[config.mk]
export PLATFORM = sky130hd
export DESIGN_NAME = detect_window_ctrl
export DESIGN_NICKNAME = d
export VERILOG_FILES = /design/src/rtl/detect_window_ctrl.sv
export SDC_FILE = /design/constraint.sdc
export NUM_CORES = 1
export LEC_CHECK = 0
export ABC_CLOCK_PERIOD_IN_PS = 3000
export BUFFER_PORTS_ARGS = -buffer_cell sky130_fd_sc_hd__buf_4
export CAP_MARGIN = 20
export CORE_MARGIN = 8
export CORE_UTILIZATION = 30
export CTS_CLUSTER_SIZE = 10
export DETAILED_ROUTE_END_ITERATION = 8
export PLACE_DENSITY = 0.56
export SLEW_MARGIN = 20
export SYNTH_ARGS = -nofsm -noshare
export SYNTH_HDL_FRONTEND = slang
export SYNTH_SLANG_ARGS = --single-unit
[constraint.sdc]
create_clock -name CCLK -period 3 [get_ports CCLK]
set_input_delay 0.15 -clock CCLK [delete_from_list [all_inputs] [get_ports CCLK]]
set_output_delay 0.15 -clock CCLK [all_outputs]
set_load 0.05 [all_outputs]
[src/rtl/detect_window_ctrl.sv]
// -----------------------------------------------------------------------------
// detect_window_ctrl
//   Run controller for the LFSR + sequence-detector datapath. A start request
//   reseeds the LFSR and then advances the LFSR and detector on each divider
//   tick for WINDOW_STEPS steps. Detector hits are counted in 4-digit BCD,
//   saturating at 9999. At the end of the window the count is latched to the
//   display digits and held for HOLD_TICKS ticks.
//
// Parameters
//   WINDOW_STEPS  LFSR steps per measurement window (>=1, < 2**STEP_W)
//   HOLD_TICKS    ticks the latched result is held before leaving HOLD (>=1)
//   STEP_W        width of the step and hold counters
//
// Ports
//   CCLK        in   system clock, rising edge
//   reset       in   asynchronous active-high reset
//   start       in   level start request, sampled in IDLE only
//   tick        in   1-cycle enable from the clock divider
//   det_pulse   in   1-cycle hit from the sequence detector
//   lfsr_load   out  1-cycle reseed strobe to the LFSR (SEED state)
//   step_en     out  advance enable to LFSR and detector (tick gated by RUN)
//   busy        out  high whenever the FSM is not IDLE
//   done        out  1-cycle pulse in the cycle the result becomes visible
//   ovf         out  hit count saturated in the current/last window
//   d3..d0      out  latched BCD hit count, d3 = thousands
//
// Build option
//   AUTO_RESTART_EN  when defined, leaving HOLD reseeds and starts the next
//                    window directly (busy stays high); otherwise the FSM
//                    returns to IDLE and waits for a new start.
// -----------------------------------------------------------------------------
module detect_window_ctrl #(
  parameter int WINDOW_STEPS = 1000,
  parameter int HOLD_TICKS   = 50,
  parameter int STEP_W       = 16
) (
  input  logic       CCLK,
  input  logic       reset,
  input  logic       start,
  input  logic       tick,
  input  logic       det_pulse,
  output logic       lfsr_load,
  output logic       step_en,
  output logic       busy,
  output logic       done,
  output logic       ovf,
  output logic [3:0] d3,
  output logic [3:0] d2,
  output logic [3:0] d1,
  output logic [3:0] d0
);

  typedef enum logic [1:0] {
    S_IDLE = 2'd0,
    S_SEED = 2'd1,
    S_RUN  = 2'd2,
    S_HOLD = 2'd3
  } state_t;

  localparam logic [STEP_W-1:0] LAST_STEP = STEP_W'(WINDOW_STEPS - 1);
  localparam logic [STEP_W-1:0] LAST_HOLD = STEP_W'(HOLD_TICKS - 1);
  localparam logic [STEP_W-1:0] CNT_ONE   = STEP_W'(1);
  localparam logic [15:0]       BCD_MAX   = 16'h9999;

  // Increment a 4-digit BCD value; each digit wraps 9 -> 0 and carries.
  // Saturation at 9999 is handled by the caller.
  function automatic logic [15:0] bcd_inc(input logic [15:0] v);
    logic [15:0] r;
    logic        c;
    r = v;
    c = 1'b1;
    for (int i = 0; i < 4; i++) begin
      if (c) begin
        if (r[4*i +: 4] == 4'd9) begin
          r[4*i +: 4] = 4'd0;
        end else begin
          r[4*i +: 4] = r[4*i +: 4] + 4'd1;
          c = 1'b0;
        end
      end
    end
    return r;
  endfunction

  state_t            state_q, state_d;
  logic [STEP_W-1:0] step_cnt_q, step_cnt_d;
  logic [STEP_W-1:0] hold_cnt_q, hold_cnt_d;
  logic [15:0]       bcd_q, bcd_d;
  logic [15:0]       disp_q, disp_d;
  logic              ovf_q, ovf_d;
  logic              done_q, done_d;

  logic              in_run;
  logic              step;
  logic              last_step;
  logic              hit;
  logic              bcd_sat;
  logic [15:0]       bcd_nxt;

  // Step and hit qualification shared by the FSM and the counters.
  assign in_run    = (state_q == S_RUN);
  assign step      = tick & in_run;
  assign last_step = step && (step_cnt_q == LAST_STEP);
  assign hit       = det_pulse & in_run;
  assign bcd_sat   = (bcd_q == BCD_MAX);
  // Count including a hit in this cycle, so a hit on the final step is latched.
  assign bcd_nxt   = (hit && !bcd_sat) ? bcd_inc(bcd_q) : bcd_q;

  // ---------------------------------------------------------------------------
  // FSM state register
  // ---------------------------------------------------------------------------
  always_ff @(posedge CCLK or posedge reset) begin
    if (reset) begin
      state_q <= S_IDLE;
    end else begin
      state_q <= state_d;
    end
  end

  // FSM next-state logic
  always_comb begin
    state_d = state_q;
    unique case (state_q)
      S_IDLE: if (start) state_d = S_SEED;
      S_SEED: state_d = S_RUN;
      S_RUN:  if (last_step) state_d = S_HOLD;
      S_HOLD: begin
        if (tick && (hold_cnt_q == LAST_HOLD)) begin
`ifdef AUTO_RESTART_EN
          state_d = S_SEED;
`else
          state_d = S_IDLE;
`endif
        end
      end
      default: state_d = S_IDLE;
    endcase
  end

  // FSM outputs
  always_comb begin
    lfsr_load = (state_q == S_SEED);
    step_en   = step;
    busy      = (state_q != S_IDLE);
  end

  // ---------------------------------------------------------------------------
  // Counters, running BCD and display latch
  // ---------------------------------------------------------------------------
  always_comb begin
    step_cnt_d = step_cnt_q;
    hold_cnt_d = hold_cnt_q;
    bcd_d      = bcd_q;
    disp_d     = disp_q;
    ovf_d      = ovf_q;
    done_d     = 1'b0;
    unique case (state_q)
      S_SEED: begin
        // Display digits deliberately untouched: last result stays visible.
        step_cnt_d = '0;
        bcd_d      = '0;
        ovf_d      = 1'b0;
      end
      S_RUN: begin
        bcd_d = bcd_nxt;
        if (hit && bcd_sat) ovf_d = 1'b1;
        if (step) step_cnt_d = step_cnt_q + CNT_ONE;
        if (last_step) begin
          disp_d     = bcd_nxt;
          done_d     = 1'b1;
          hold_cnt_d = '0;
        end
      end
      S_HOLD: begin
        if (tick) hold_cnt_d = hold_cnt_q + CNT_ONE;
      end
      default: ;
    endcase
  end

  always_ff @(posedge CCLK or posedge reset) begin
    if (reset) begin
      step_cnt_q <= '0;
      hold_cnt_q <= '0;
      bcd_q      <= '0;
      disp_q     <= '0;
      ovf_q      <= 1'b0;
      done_q     <= 1'b0;
    end else begin
      step_cnt_q <= step_cnt_d;
      hold_cnt_q <= hold_cnt_d;
      bcd_q      <= bcd_d;
      disp_q     <= disp_d;
      ovf_q      <= ovf_d;
      done_q     <= done_d;
    end
  end

  assign done = done_q;
  assign ovf  = ovf_q;
  assign d3   = disp_q[15:12];
  assign d2   = disp_q[11:8];
  assign d1   = disp_q[7:4];
  assign d0   = disp_q[3:0];

endmodule
==> results of run 1 <==
[cell families (layout without fill, tap and decap cells)]
logic type | Yosys count | after routing | share of synthesized area [%]
fa+ha+maj | 8 | 8 | 2.73
simple gates | 178 | 178 | 26.4
flops | 68 | 68 | 46.4
buf+inv | 37 | 66 | 4.33
compound gates | 103 | 103 | 16.9
xor+xnor | 8 | 8 | 1.91
mux | 5 | 5 | 1.36
[through the flow]
step / cells / utilization [%]
2_1_floorplan: 407 / -
3_3_place_gp: 566 / 33.5
3_5_place_dp: 566 / 33.5
4_1_cts: 583 / 36.5
5_1_grt: 583 / 36.5
6_report: 583 / 36.5
[Yosys cell counts, types with 2 or more instances]
master	number	area, um2
mux2i_1	5	50.1
buf_2	4	20.0
dfrtp_1	68	1700
nor4bb_1	2	20.0
or3_1	10	62.6
o31ai_1	8	60.1
a22oi_1	3	22.5
and4_1	4	35.0
a21oi_1	26	130
and3_1	10	62.6
nand4_1	6	37.5
o21ai_0	37	185
nor3_1	6	30.0
a31oi_1	4	25.0
nor2_1	22	82.6
and4bb_2	3	37.5
nor3b_1	2	15.0
nor2b_1	4	25.0
xor2_1	7	61.3
nand2_1	47	176
ha_1	8	100
o211ai_1	10	75.1
clkbuf_1	12	45.0
buf_4	2	15.0
o221ai_1	2	17.5
nor4_1	7	43.8
nand3_1	34	170
nand2b_1	4	25.0
o22ai_1	4	25.0
or4_1	7	52.6
and2_1	3	18.8
inv_1	16	60.1
[where the power goes]
group / switching, mW / internal, mW / leakage [nW]
Sequential: 0.118 / 1.01 / 0.874
Clock: 0.401 / 0.834 / 0.169
Combinational: 0.203 / 0.141 / 0.895
[sequential cells by signal (all words and copies together) (netlist names)]
name        flops
bcd_q          16
disp_q         16
done            1
hold_cnt_q     16
ovf             1
state_q         2
step_cnt_q     16
[per-layer routing]
| layer | wire, um | share of wire (%) | track usage, % | up-vias |
|---|---|---|---|---|
| met5 | 0 | 0 | 0 | - |
| met4 | 73 | 0.83 | 3.54 | 0 |
| met3 | 344 | 3.9 | 3.77 | 8 |
| met2 | 4270 | 49 | 18.6 | 60 |
| met1 | 4080 | 47 | 13.7 | 1467 |
| li1 | - | - | - | 1534 |
[worst paths after layout]
kind	startpoint	endpoint	slack, ps	depth (start not counted)
setup / recovery	state_q[0]$_DFFE_PP0P_	bcd_q[11]$_DFFE_PP0P_	710	8
hold / removal	det_pulse	ovf$_DFFE_PP0P_	130	2
setup reg to reg	state_q[0]$_DFFE_PP0P_	bcd_q[11]$_DFFE_PP0P_	710	8
hold reg to reg	disp_q[10]$_DFFE_PP0P_	disp_q[10]$_DFFE_PP0P_	480	2
max in group asynchronous	reset	step_cnt_q[8]$_DFFE_PP0P_	1830	4
min in group asynchronous	reset	disp_q[11]$_DFFE_PP0P_	530	3
[final cells by class]
| class | count | area, um2 |
|---|---|---|
| clock inverters | 6 | 111 |
| clock buffers | 10 | 239 |
| multi-input cells | 302 | 1810 |
| well taps | 147 | 184 |
| flip-flops and latches | 68 | 1700 |
| inverters | 17 | 63.8 |
| repair buffers | 33 | 263 |
| fillers | 1202 | 7590 |
==> impl_metrics.json, run 1 <==
{
  "first_pass_iters": 4,
  "floorplan.initialDensity_pct": 30.7,
  "first_global_vias": 3013,
  "grt_pass1_wl_um": 14700,
  "synth.cell_area_um2": 3670,
  "cp-end-kind": "flop",
  "final.period_utilization_pct": 76.3,
  "antennaDiodeCount": 0,
  "place.detailed.hpwl_um": 6120,
  "fin_total_pwr_mw": 2.70,
  "ant_nets": 0,
  "number_of_synthesized_flops_with_an_enable_pin": 0,
  "synth.distinct_cells": 52,
  "cts_max_level": 3,
  "worst-endpoint-required_ps": 3220,
  "largest_net_degree_at_the_start_of_global_routing": 37,
  "buffer_ports.inserted": 25,
  "maxClockFrequency_ghz": 0.437,
  "ys_dominant_reg_cell": "dfrtp_1",
  "cts.repair.resized": 0,
  "cp.arrival_ps": 2500,
  "yosysSeqAreaShare_pct": 46.4,
  "global_route_overflow": 0,
  "dr.first_iter.drc_count": 222,
  "max_cap_violations": 0,
  "die_width_um": 127,
  "vdd_drop_max_mv": 0.253,
  "postCtsSetupRepairBufs": 0,
  "final_design_area_no_fill_um2": 4370,
  "fin_tns_setup_ps": 0,
  "critPathMaxStageDelay_ps": 420,
  "slew-limit-headroom_pct": 50.6,
  "total_power_divided_by_cell_area_nw_per_um2": 619,
  "transition_time_of_the_tightest_slew_check_pin_ps": 740,
  "floorplan.die_area_um2": 16000,
  "drc": 0,
  "post_drt_via_cell_ratio": 5.26,
  "syn_nets": 420,
  "commonest_non_fill_non_tap_cell_in_the_layout": "dfrtp_1",
  "routabilityCongestion": 0.800,
  "initial_antenna_violation_count": 0,
  "most-common-layout-cells": "dfrtp_1 (68), nand2_1 (47), o21ai_0 (37), nand3_1 (34), buf_4 (31)",
  "worst_setup_path_type": "reg2reg",
  "critPathLaunchType": "flop",
  "fin_worst_skew_ps": 4.53,
  "p_leak_nw": 1.94,
  "dieHeight_um": 127,
  "yosys_warnings": 0,
  "crit_path_buf_inv_count": 2,
  "min-delay-path-class": "in2reg",
  "finalNetCount": 444,
  "clock_tree_buf_depth": 2,
  "num_vias": 3069,
  "sequence_of_cells_on_the_critical_path": "inv_1 -> ha_1 -> buf_4 -> and3_1 -> nand4_1 -> nor2b_1 -> a31oi_1 -> a211o_1",
  "count_of_hold_fix_buffers_inserted_at_cts": 1,
  "grt_use_total_pct": 11.3,
  "drt_wl_total_um": 8770,
  "worst_path_max_delay_cell": "dfrtp_1",
  "report.final.setup_viol": 0,
  "floorplan.io_pins": 26,
  "floorplan.rows": 40,
  "async_reset_ff_share_pct": 100,
  "clock_sink_count": 68,
  "setup_slack_ps": 712,
  "dp_worst_setup_slack_ps": 749,
  "layout-drive-gt1-share_pct": 13.3,
  "synth_cells": 407,
  "fin_crit_period_ps": 2290,
  "hold_ws_ps": 126,
  "clk_pin_slew_ps": 60,
  "synth.avg_cell_area_um2": 9.02,
  "clk-insertion-delay-late_ps": 330,
  "area_delta_synth_final_pct": 19.1,
  "cts_tree": "yes",
  "critical_path_peak_fanout": 13,
  "report.final.slew_viol_count": 0,
  "routed_wire_length_per_instance_um": 15.0,
  "grt_setup_unrepaired": "no",
  "ctsRootBufferMaster": "clkbuf_16",
  "design.core.area_um2": 12000,
  "ys_seq_elements": 68,
  "report.final.hold_viol_count": 0,
  "outcome": "completed",
  "postPlaceCellArea_um2": 4010,
  "crit_family": "simple AND/OR/NAND/NOR gates",
  "tritoncts.num_buffers": 9
}
No activity file was read; power rests on OpenSTA's default activity.
==> inputs of run 2 (changes only) <==
--- a/config.mk
+++ b/config.mk
@@ -5,14 +5,14 @@
 export SDC_FILE = /design/constraint.sdc
 export NUM_CORES = 1
 export LEC_CHECK = 0
-export ABC_CLOCK_PERIOD_IN_PS = 3000
+export ABC_CLOCK_PERIOD_IN_PS = 1900
 export BUFFER_PORTS_ARGS = -buffer_cell sky130_fd_sc_hd__buf_4
 export CAP_MARGIN = 20
 export CORE_MARGIN = 8
 export CORE_UTILIZATION = 30
 export CTS_CLUSTER_SIZE = 10
 export DETAILED_ROUTE_END_ITERATION = 8
-export PLACE_DENSITY = 0.56
+export PLACE_DENSITY = 0.58
 export SLEW_MARGIN = 20
 export SYNTH_ARGS = -nofsm -noshare
 export SYNTH_HDL_FRONTEND = slang
==> constraint.sdc (replaced) <==
create_clock -name CCLK -period 1.9 [get_ports CCLK]
set_input_delay 0.095 -clock CCLK [delete_from_list [all_inputs] [get_ports CCLK]]
set_output_delay 0.095 -clock CCLK [all_outputs]
set_load 0.05 [all_outputs]
==> impl_metrics.json, run 2 (synthesis gave the netlist of run 1 again) <==
{
  "fin_crit_period_ps": 1880,
  "setup_slack_ps": 20.4,
  "layout-drive-gt1-share_pct": 29.2,
  "routed_wire_length_per_instance_um": 15.7,
  "r2r_slack_ps": 20,
  "drc": 0,
  "area_delta_synth_final_pct": 34.8,
  "slew-limit-headroom_pct": 68.6,
  "ff2ff_path_depth": 8,
  "final.period_utilization_pct": 98.9,
  "routabilityCongestion": 0.833,
  "ctsRootBufferMaster": "clkbuf_16",
  "non_filler_cells_in_the_finished_layout": 636,
  "global_route_overflow": 0,
  "largest_net_degree_at_the_start_of_global_routing": 39,
  "post_drt_via_cell_ratio": 5.22,
  "dp_worst_setup_slack_ps": -19.7,
  "dr.first_iter.drc_count": 235,
  "grt_setup_unrepaired": "yes",
  "fin_worst_skew_ps": 5.63,
  "most-common-layout-cells": "buf_4 (80), dfrtp_1 (68), nand2_1 (46), o21ai_0 (36), nand3_1 (33)",
  "intPower_mw": 3.24,
  "floorplan.die_area_um2": 16000,
  "antennaDiodeCount": 0,
  "power.switching_mw": 1.19,
  "p_leak_nw": 2.24,
  "power.share.sequential_pct": 38.7,
  "r2r_end": "hold_cnt_q[14]$_DFFE_PP0P_",
  "timing.critical_path.to": "hold_cnt_q[14]$_DFFE_PP0P_",
  "die_width_um": 127,
  "ant_nets": 0,
  "r2r_start": "state_q[0]$_DFFE_PP0P_",
  "maxClockFrequency_ghz": 0.532,
  "dieHeight_um": 127,
  "design.core.area_um2": 12000,
  "grt_use_total_pct": 12.7,
  "fin_tns_setup_ps": 0,
  "floorplan.io_pins": 26,
  "numPlacedInstances": 610,
  "first_pass_iters": 4,
  "critical_path_peak_fanout": 8,
  "power_frac_comb_pct": 17.9,
  "clock_sink_count": 68,
  "floorplan.initialDensity_pct": 30.7,
  "cts_max_level": 3,
  "report.final.slew_viol_count": 0,
  "max_cap_violations": 0,
  "worst-endpoint-required_ps": 2170,
  "worst_setup_path_type": "reg2reg",
  "clk-insertion-delay-late_ps": 340,
  "cp-end-kind": "flop",
  "commonest_non_fill_non_tap_cell_in_the_layout": "buf_4",
  "area_of_combinational_cells_with_multiple_inputs_um2": 1940,
  "floorplan.rows": 40,
  "buffer_ports.inserted": 25,
  "report.final.setup_viol": 0,
  "area.sequential_um2": 1700,
  "drt_wl_total_um": 9960,
  "transition_time_of_the_tightest_slew_check_pin_ps": 470,
  "critPathLaunchType": "flop",
  "cts_tree": "yes",
  "clock_tree_buf_depth": 2,
  "tritoncts.num_buffers": 9,
  "initial_antenna_violation_count": 0,
  "first_global_vias": 3362,
  "clk_pin_slew_ps": 60,
  "cp.arrival_ps": 2150,
  "outcome": "completed",
  "finalNetCount": 497,
  "report.final.hold_viol_count": 0,
  "vdd_drop_max_mv": 0.698,
  "grt_pass1_wl_um": 16400,
  "crit_path_start": "state_q[0]$_DFFE_PP0P_",
  "total_power_divided_by_cell_area_nw_per_um2": 896,
  "num_vias": 3322,
  "fillerInstances": 1164,
  "place.detailed.hpwl_um": 6730,
  "netSwitchingFraction_pct": 27.0,
  "min-delay-path-class": "in2reg",
  "clock_share_of_power_pct": 43.3
}
run 2: changes by cell type in the layout (fill, tap and decap cells not counted), moves of 3 or more:
cell | before | now
buf_4 | 31 | 80
or4_4 | 0 | 3
and3_1 | 10 | 7
and3_4 | 1 | 4
or4_1 | 7 | 4
a21oi_2 | 1 | 9
a21oi_1 | 26 | 17
inv_2 | 1 | 4
run 2: cell type report:
cell class	instances	share of cell area (%)
multi-input cells	302	39.3
flip-flops and latches	68	34.4
repair buffers	86	14.4
clock buffers	9	4.55
well taps	147	3.72
clock inverters	7	2.33
inverters	17	1.29
run 2: repair_timing:
item                                    in CTS  in global routing
hold buffers                                 1                  0
endpoints found under the setup margin       8                 27
pin swaps                                    2                 20
hold endpoints to repair                    14                  0
gates resized for setup                      3                 31
setup buffers                                4                  4
gates cloned                                 1                  0
run 2: worst min path at each step:
stage	startpoint	end	slack, ps	cells past startpoint
final	det_pulse	ovf$_DFFE_PP0P_	70	2
after global routing	det_pulse	ovf$_DFFE_PP0P_	90	2
after CTS	det_pulse	ovf$_DFFE_PP0P_	50	2
after detailed placement	reset	hold_cnt_q[5]$_DFFE_PP0P_	110	2
after global placement	reset	hold_cnt_q[4]$_DFFE_PP0P_	110	2
after floorplan	det_pulse	ovf$_DFFE_PP0P_	260	1
run 2: through the flow:
step           hold slack [ps]  power (mW)  util [%]  cell area (um2)
2_1_floorplan              265        2.19         -             3690
3_3_place_gp               107        2.48      36.6             4380
3_5_place_dp               108        2.50      36.6             4380
4_1_cts                   52.7        4.45      40.2             4810
5_1_grt                   86.7        4.65      41.3             4950
6_report                  70.2        4.43      41.3             4950
run 2: per-layer routing:
metal,GRT usage (%),part of all wire [%]
met1,14.7,43
met3,4.19,3.4
met5,0,0
met2,21.6,51
met4,4.60,1.6
run 2: power groups by stage:
stage	sequential [mW]	combinational [mW]	clock [mW]
6_report	1.72	0.795	1.92
5_1_grt	1.74	0.895	2.01
4_1_cts	1.71	0.781	1.96
3_5_place_dp	1.73	0.766	0
3_3_place_gp	1.72	0.752	0
2_1_floorplan	1.73	0.468	0
run 2: worst max-delay path, cell delays in order, from the launching register on:
cell,delay [ps]
dfrtp_1,390
inv_2,70
ha_4,140
and4_4,200
and2_4,150
a21oi_4,70
buf_12,140
or4_4,510
a21oi_2,140
==> inputs of run 3 (changes only) <==
--- a/config.mk
+++ b/config.mk
@@ -13,6 +13,7 @@
 export CTS_CLUSTER_SIZE = 10
 export DETAILED_ROUTE_END_ITERATION = 8
 export PLACE_DENSITY = 0.58
+export SETUP_SLACK_MARGIN = 0.1
 export SLEW_MARGIN = 20
 export SYNTH_ARGS = -nofsm -noshare
 export SYNTH_HDL_FRONTEND = slang
==> constraint.sdc (replaced) <==
create_clock -name CCLK -period 1.9 [get_ports CCLK]
set_input_delay 0.38 -clock CCLK [delete_from_list [all_inputs] [get_ports CCLK]]
set_output_delay 0.38 -clock CCLK [all_outputs]
set_load 0.05 [all_outputs]
==> impl_metrics.json, run 3 (synthesis gave the netlist of run 1 again) <==
{
  "largest_net_degree_at_the_start_of_global_routing": 26,
  "final_design_area_no_fill_um2": 4840,
  "floorplan.initialDensity_pct": 30.7,
  "dieHeight_um": 127,
  "grt_pass1_wl_um": 15600,
  "fin_tns_setup_ps": 0,
  "initial_antenna_violation_count": 0,
  "cp-end-kind": "flop",
  "transition_time_of_the_tightest_slew_check_pin_ps": 506,
  "report.final.setup_viol": 0,
  "fin_crit_period_ps": 1820,
  "grt_setup_unrepaired": "yes",
  "clk_pin_slew_ps": 60,
  "postPlaceCellArea_um2": 4290,
  "commonest_non_fill_non_tap_cell_in_the_layout": "dfrtp_1",
  "cp.arrival_ps": 2090,
  "clock_sink_count": 68,
  "floorplan.io_pins": 26,
  "place.detailed.hpwl_um": 6540,
  "area_delta_synth_final_pct": 31.9,
  "grt-busiest-layer": "met2",
  "clock_tree_buf_depth": 2,
  "routabilityCongestion": 0.813,
  "slew-limit-headroom_pct": 66.2,
  "outcome": "completed",
  "antennaDiodeCount": 0,
  "design.core.area_um2": 12000,
  "tritoncts.num_buffers": 9,
  "ant_nets": 0,
  "most-common-layout-cells": "dfrtp_1 (67), buf_4 (66), nand2_1 (44), o21ai_0 (35), nand3_1 (31)",
  "cts_max_level": 3,
  "grt_util_met2_pct": 19.7,
  "count_of_hold_fix_buffers_inserted_at_cts": 0,
  "report.final.slew_viol_count": 0,
  "floorplan.die_area_um2": 16000,
  "num_vias": 3320,
  "maxClockFrequency_ghz": 0.548,
  "layout-drive-gt1-share_pct": 28.6,
  "p_leak_nw": 2.15,
  "fin_total_pwr_mw": 4.05,
  "floorplan.rows": 40,
  "final.period_utilization_pct": 96.0,
  "drc": 0,
  "use_met1_pct": 14.7,
  "dr.first_iter.drc_count": 220,
  "total_power_divided_by_cell_area_nw_per_um2": 836,
  "max_cap_violations": 0,
  "critPathLaunchType": "flop",
  "vdd_drop_max_mv": 0.683,
  "cts_tree": "yes",
  "first_global_vias": 3184,
  "met3_usage_pct": 4.40,
  "worst_setup_path_type": "reg2reg",
  "report.final.hold_viol_count": 0,
  "min-delay-path-class": "in2async",
  "buffer_ports.inserted": 25,
  "grt_use_total_pct": 12.2,
  "post_drt_via_cell_ratio": 5.33,
  "fin_worst_skew_ps": 5.40,
  "worst-endpoint-required_ps": 2170,
  "global_route_overflow": 0,
  "die_width_um": 127,
  "routed_wire_length_per_instance_um": 15.4,
  "critical_path_peak_fanout": 8,
  "drt_wl_total_um": 9610,
  "ctsRootBufferMaster": "clkbuf_16",
  "r2r_slack_ps": 80,
  "first_pass_iters": 4,
  "clk-insertion-delay-late_ps": 340,
  "finalNetCount": 485
}
## run 3: changes by cell type in the layout (fill, tap and decap cells not counted), sizes merged
cell,delta
a21oi,+1
clkbuf,+4
buf,-11
inv,-3
clkinv,+1
dlygate4sd3,-1
bufinv,-3
bufbuf,-1
## run 3: final cells by class
class	instances	area [um2]
well taps	147	184
repair buffers	73	598
clock inverters	2	10.0
fillers	1210	7120
inverters	17	72.6
clock buffers	13	260
flip-flops and latches	68	1700
multi-input cells	303	2010
## run 3: metal layers
| layer | up-vias | wire [um] |
|---|---|---|
| li1 | 1628 | - |
| met1 | 1623 | 4370 |
| met2 | 57 | 4740 |
| met3 | 12 | 389 |
| met4 | 0 | 121 |
| met5 | - | 0 |
## run 3: power by group
part           leakage, nW  switching [mW]  internal (mW)
logic                 1.14           0.423          0.332
registers            0.873           0.144           1.59
clock network        0.135           0.611          0.943
total                 2.15            1.18           2.87
## run 3: path summary, 6_finish.rpt
check	startpoint	endpoint	cells after the start
worst min-delay path	reset	disp_q[1]$_DFFE_PP0P_	2
max in group asynchronous	reset	bcd_q[3]$_DFFE_PP0P_	3
worst max register to register	state_q[0]$_DFFE_PP0P_	hold_cnt_q[14]$_DFFE_PP0P_	7
worst min register to register	disp_q[0]$_DFFE_PP0P_	disp_q[0]$_DFFE_PP0P_	2
min in group CCLK	det_pulse	ovf$_DFFE_PP0P_	2
worst max-delay path	state_q[0]$_DFFE_PP0P_	hold_cnt_q[14]$_DFFE_PP0P_	7
## run 3: repair_timing
item,CTS,global route
cloned,1,0
buffers inserted,7,5
resized for setup,11,35
pin swaps,3,19
setup endpoints to repair,26,47
## run 3: per-stage QoR
stage               instances  utilization, %  hold WS (ps)  worst slack [ps]
finish                    623            40.5          77.7              76.1
global route              623            40.5           118             -11.0
global placement          595            35.8           445              52.0
CTS                       618            38.8          76.9              55.4
floorplan                 407               -           459              18.7
detailed placement        595            35.8           452             -29.9
## run 3: worst max-delay path: stages, from the launching register on
cell and delay, ps:
dfrtp_1 390, inv_2 80, ha_4 140, and4_4 210, and2_4 180, a21oi_4 90, or4_4 520, a21oi_2 130
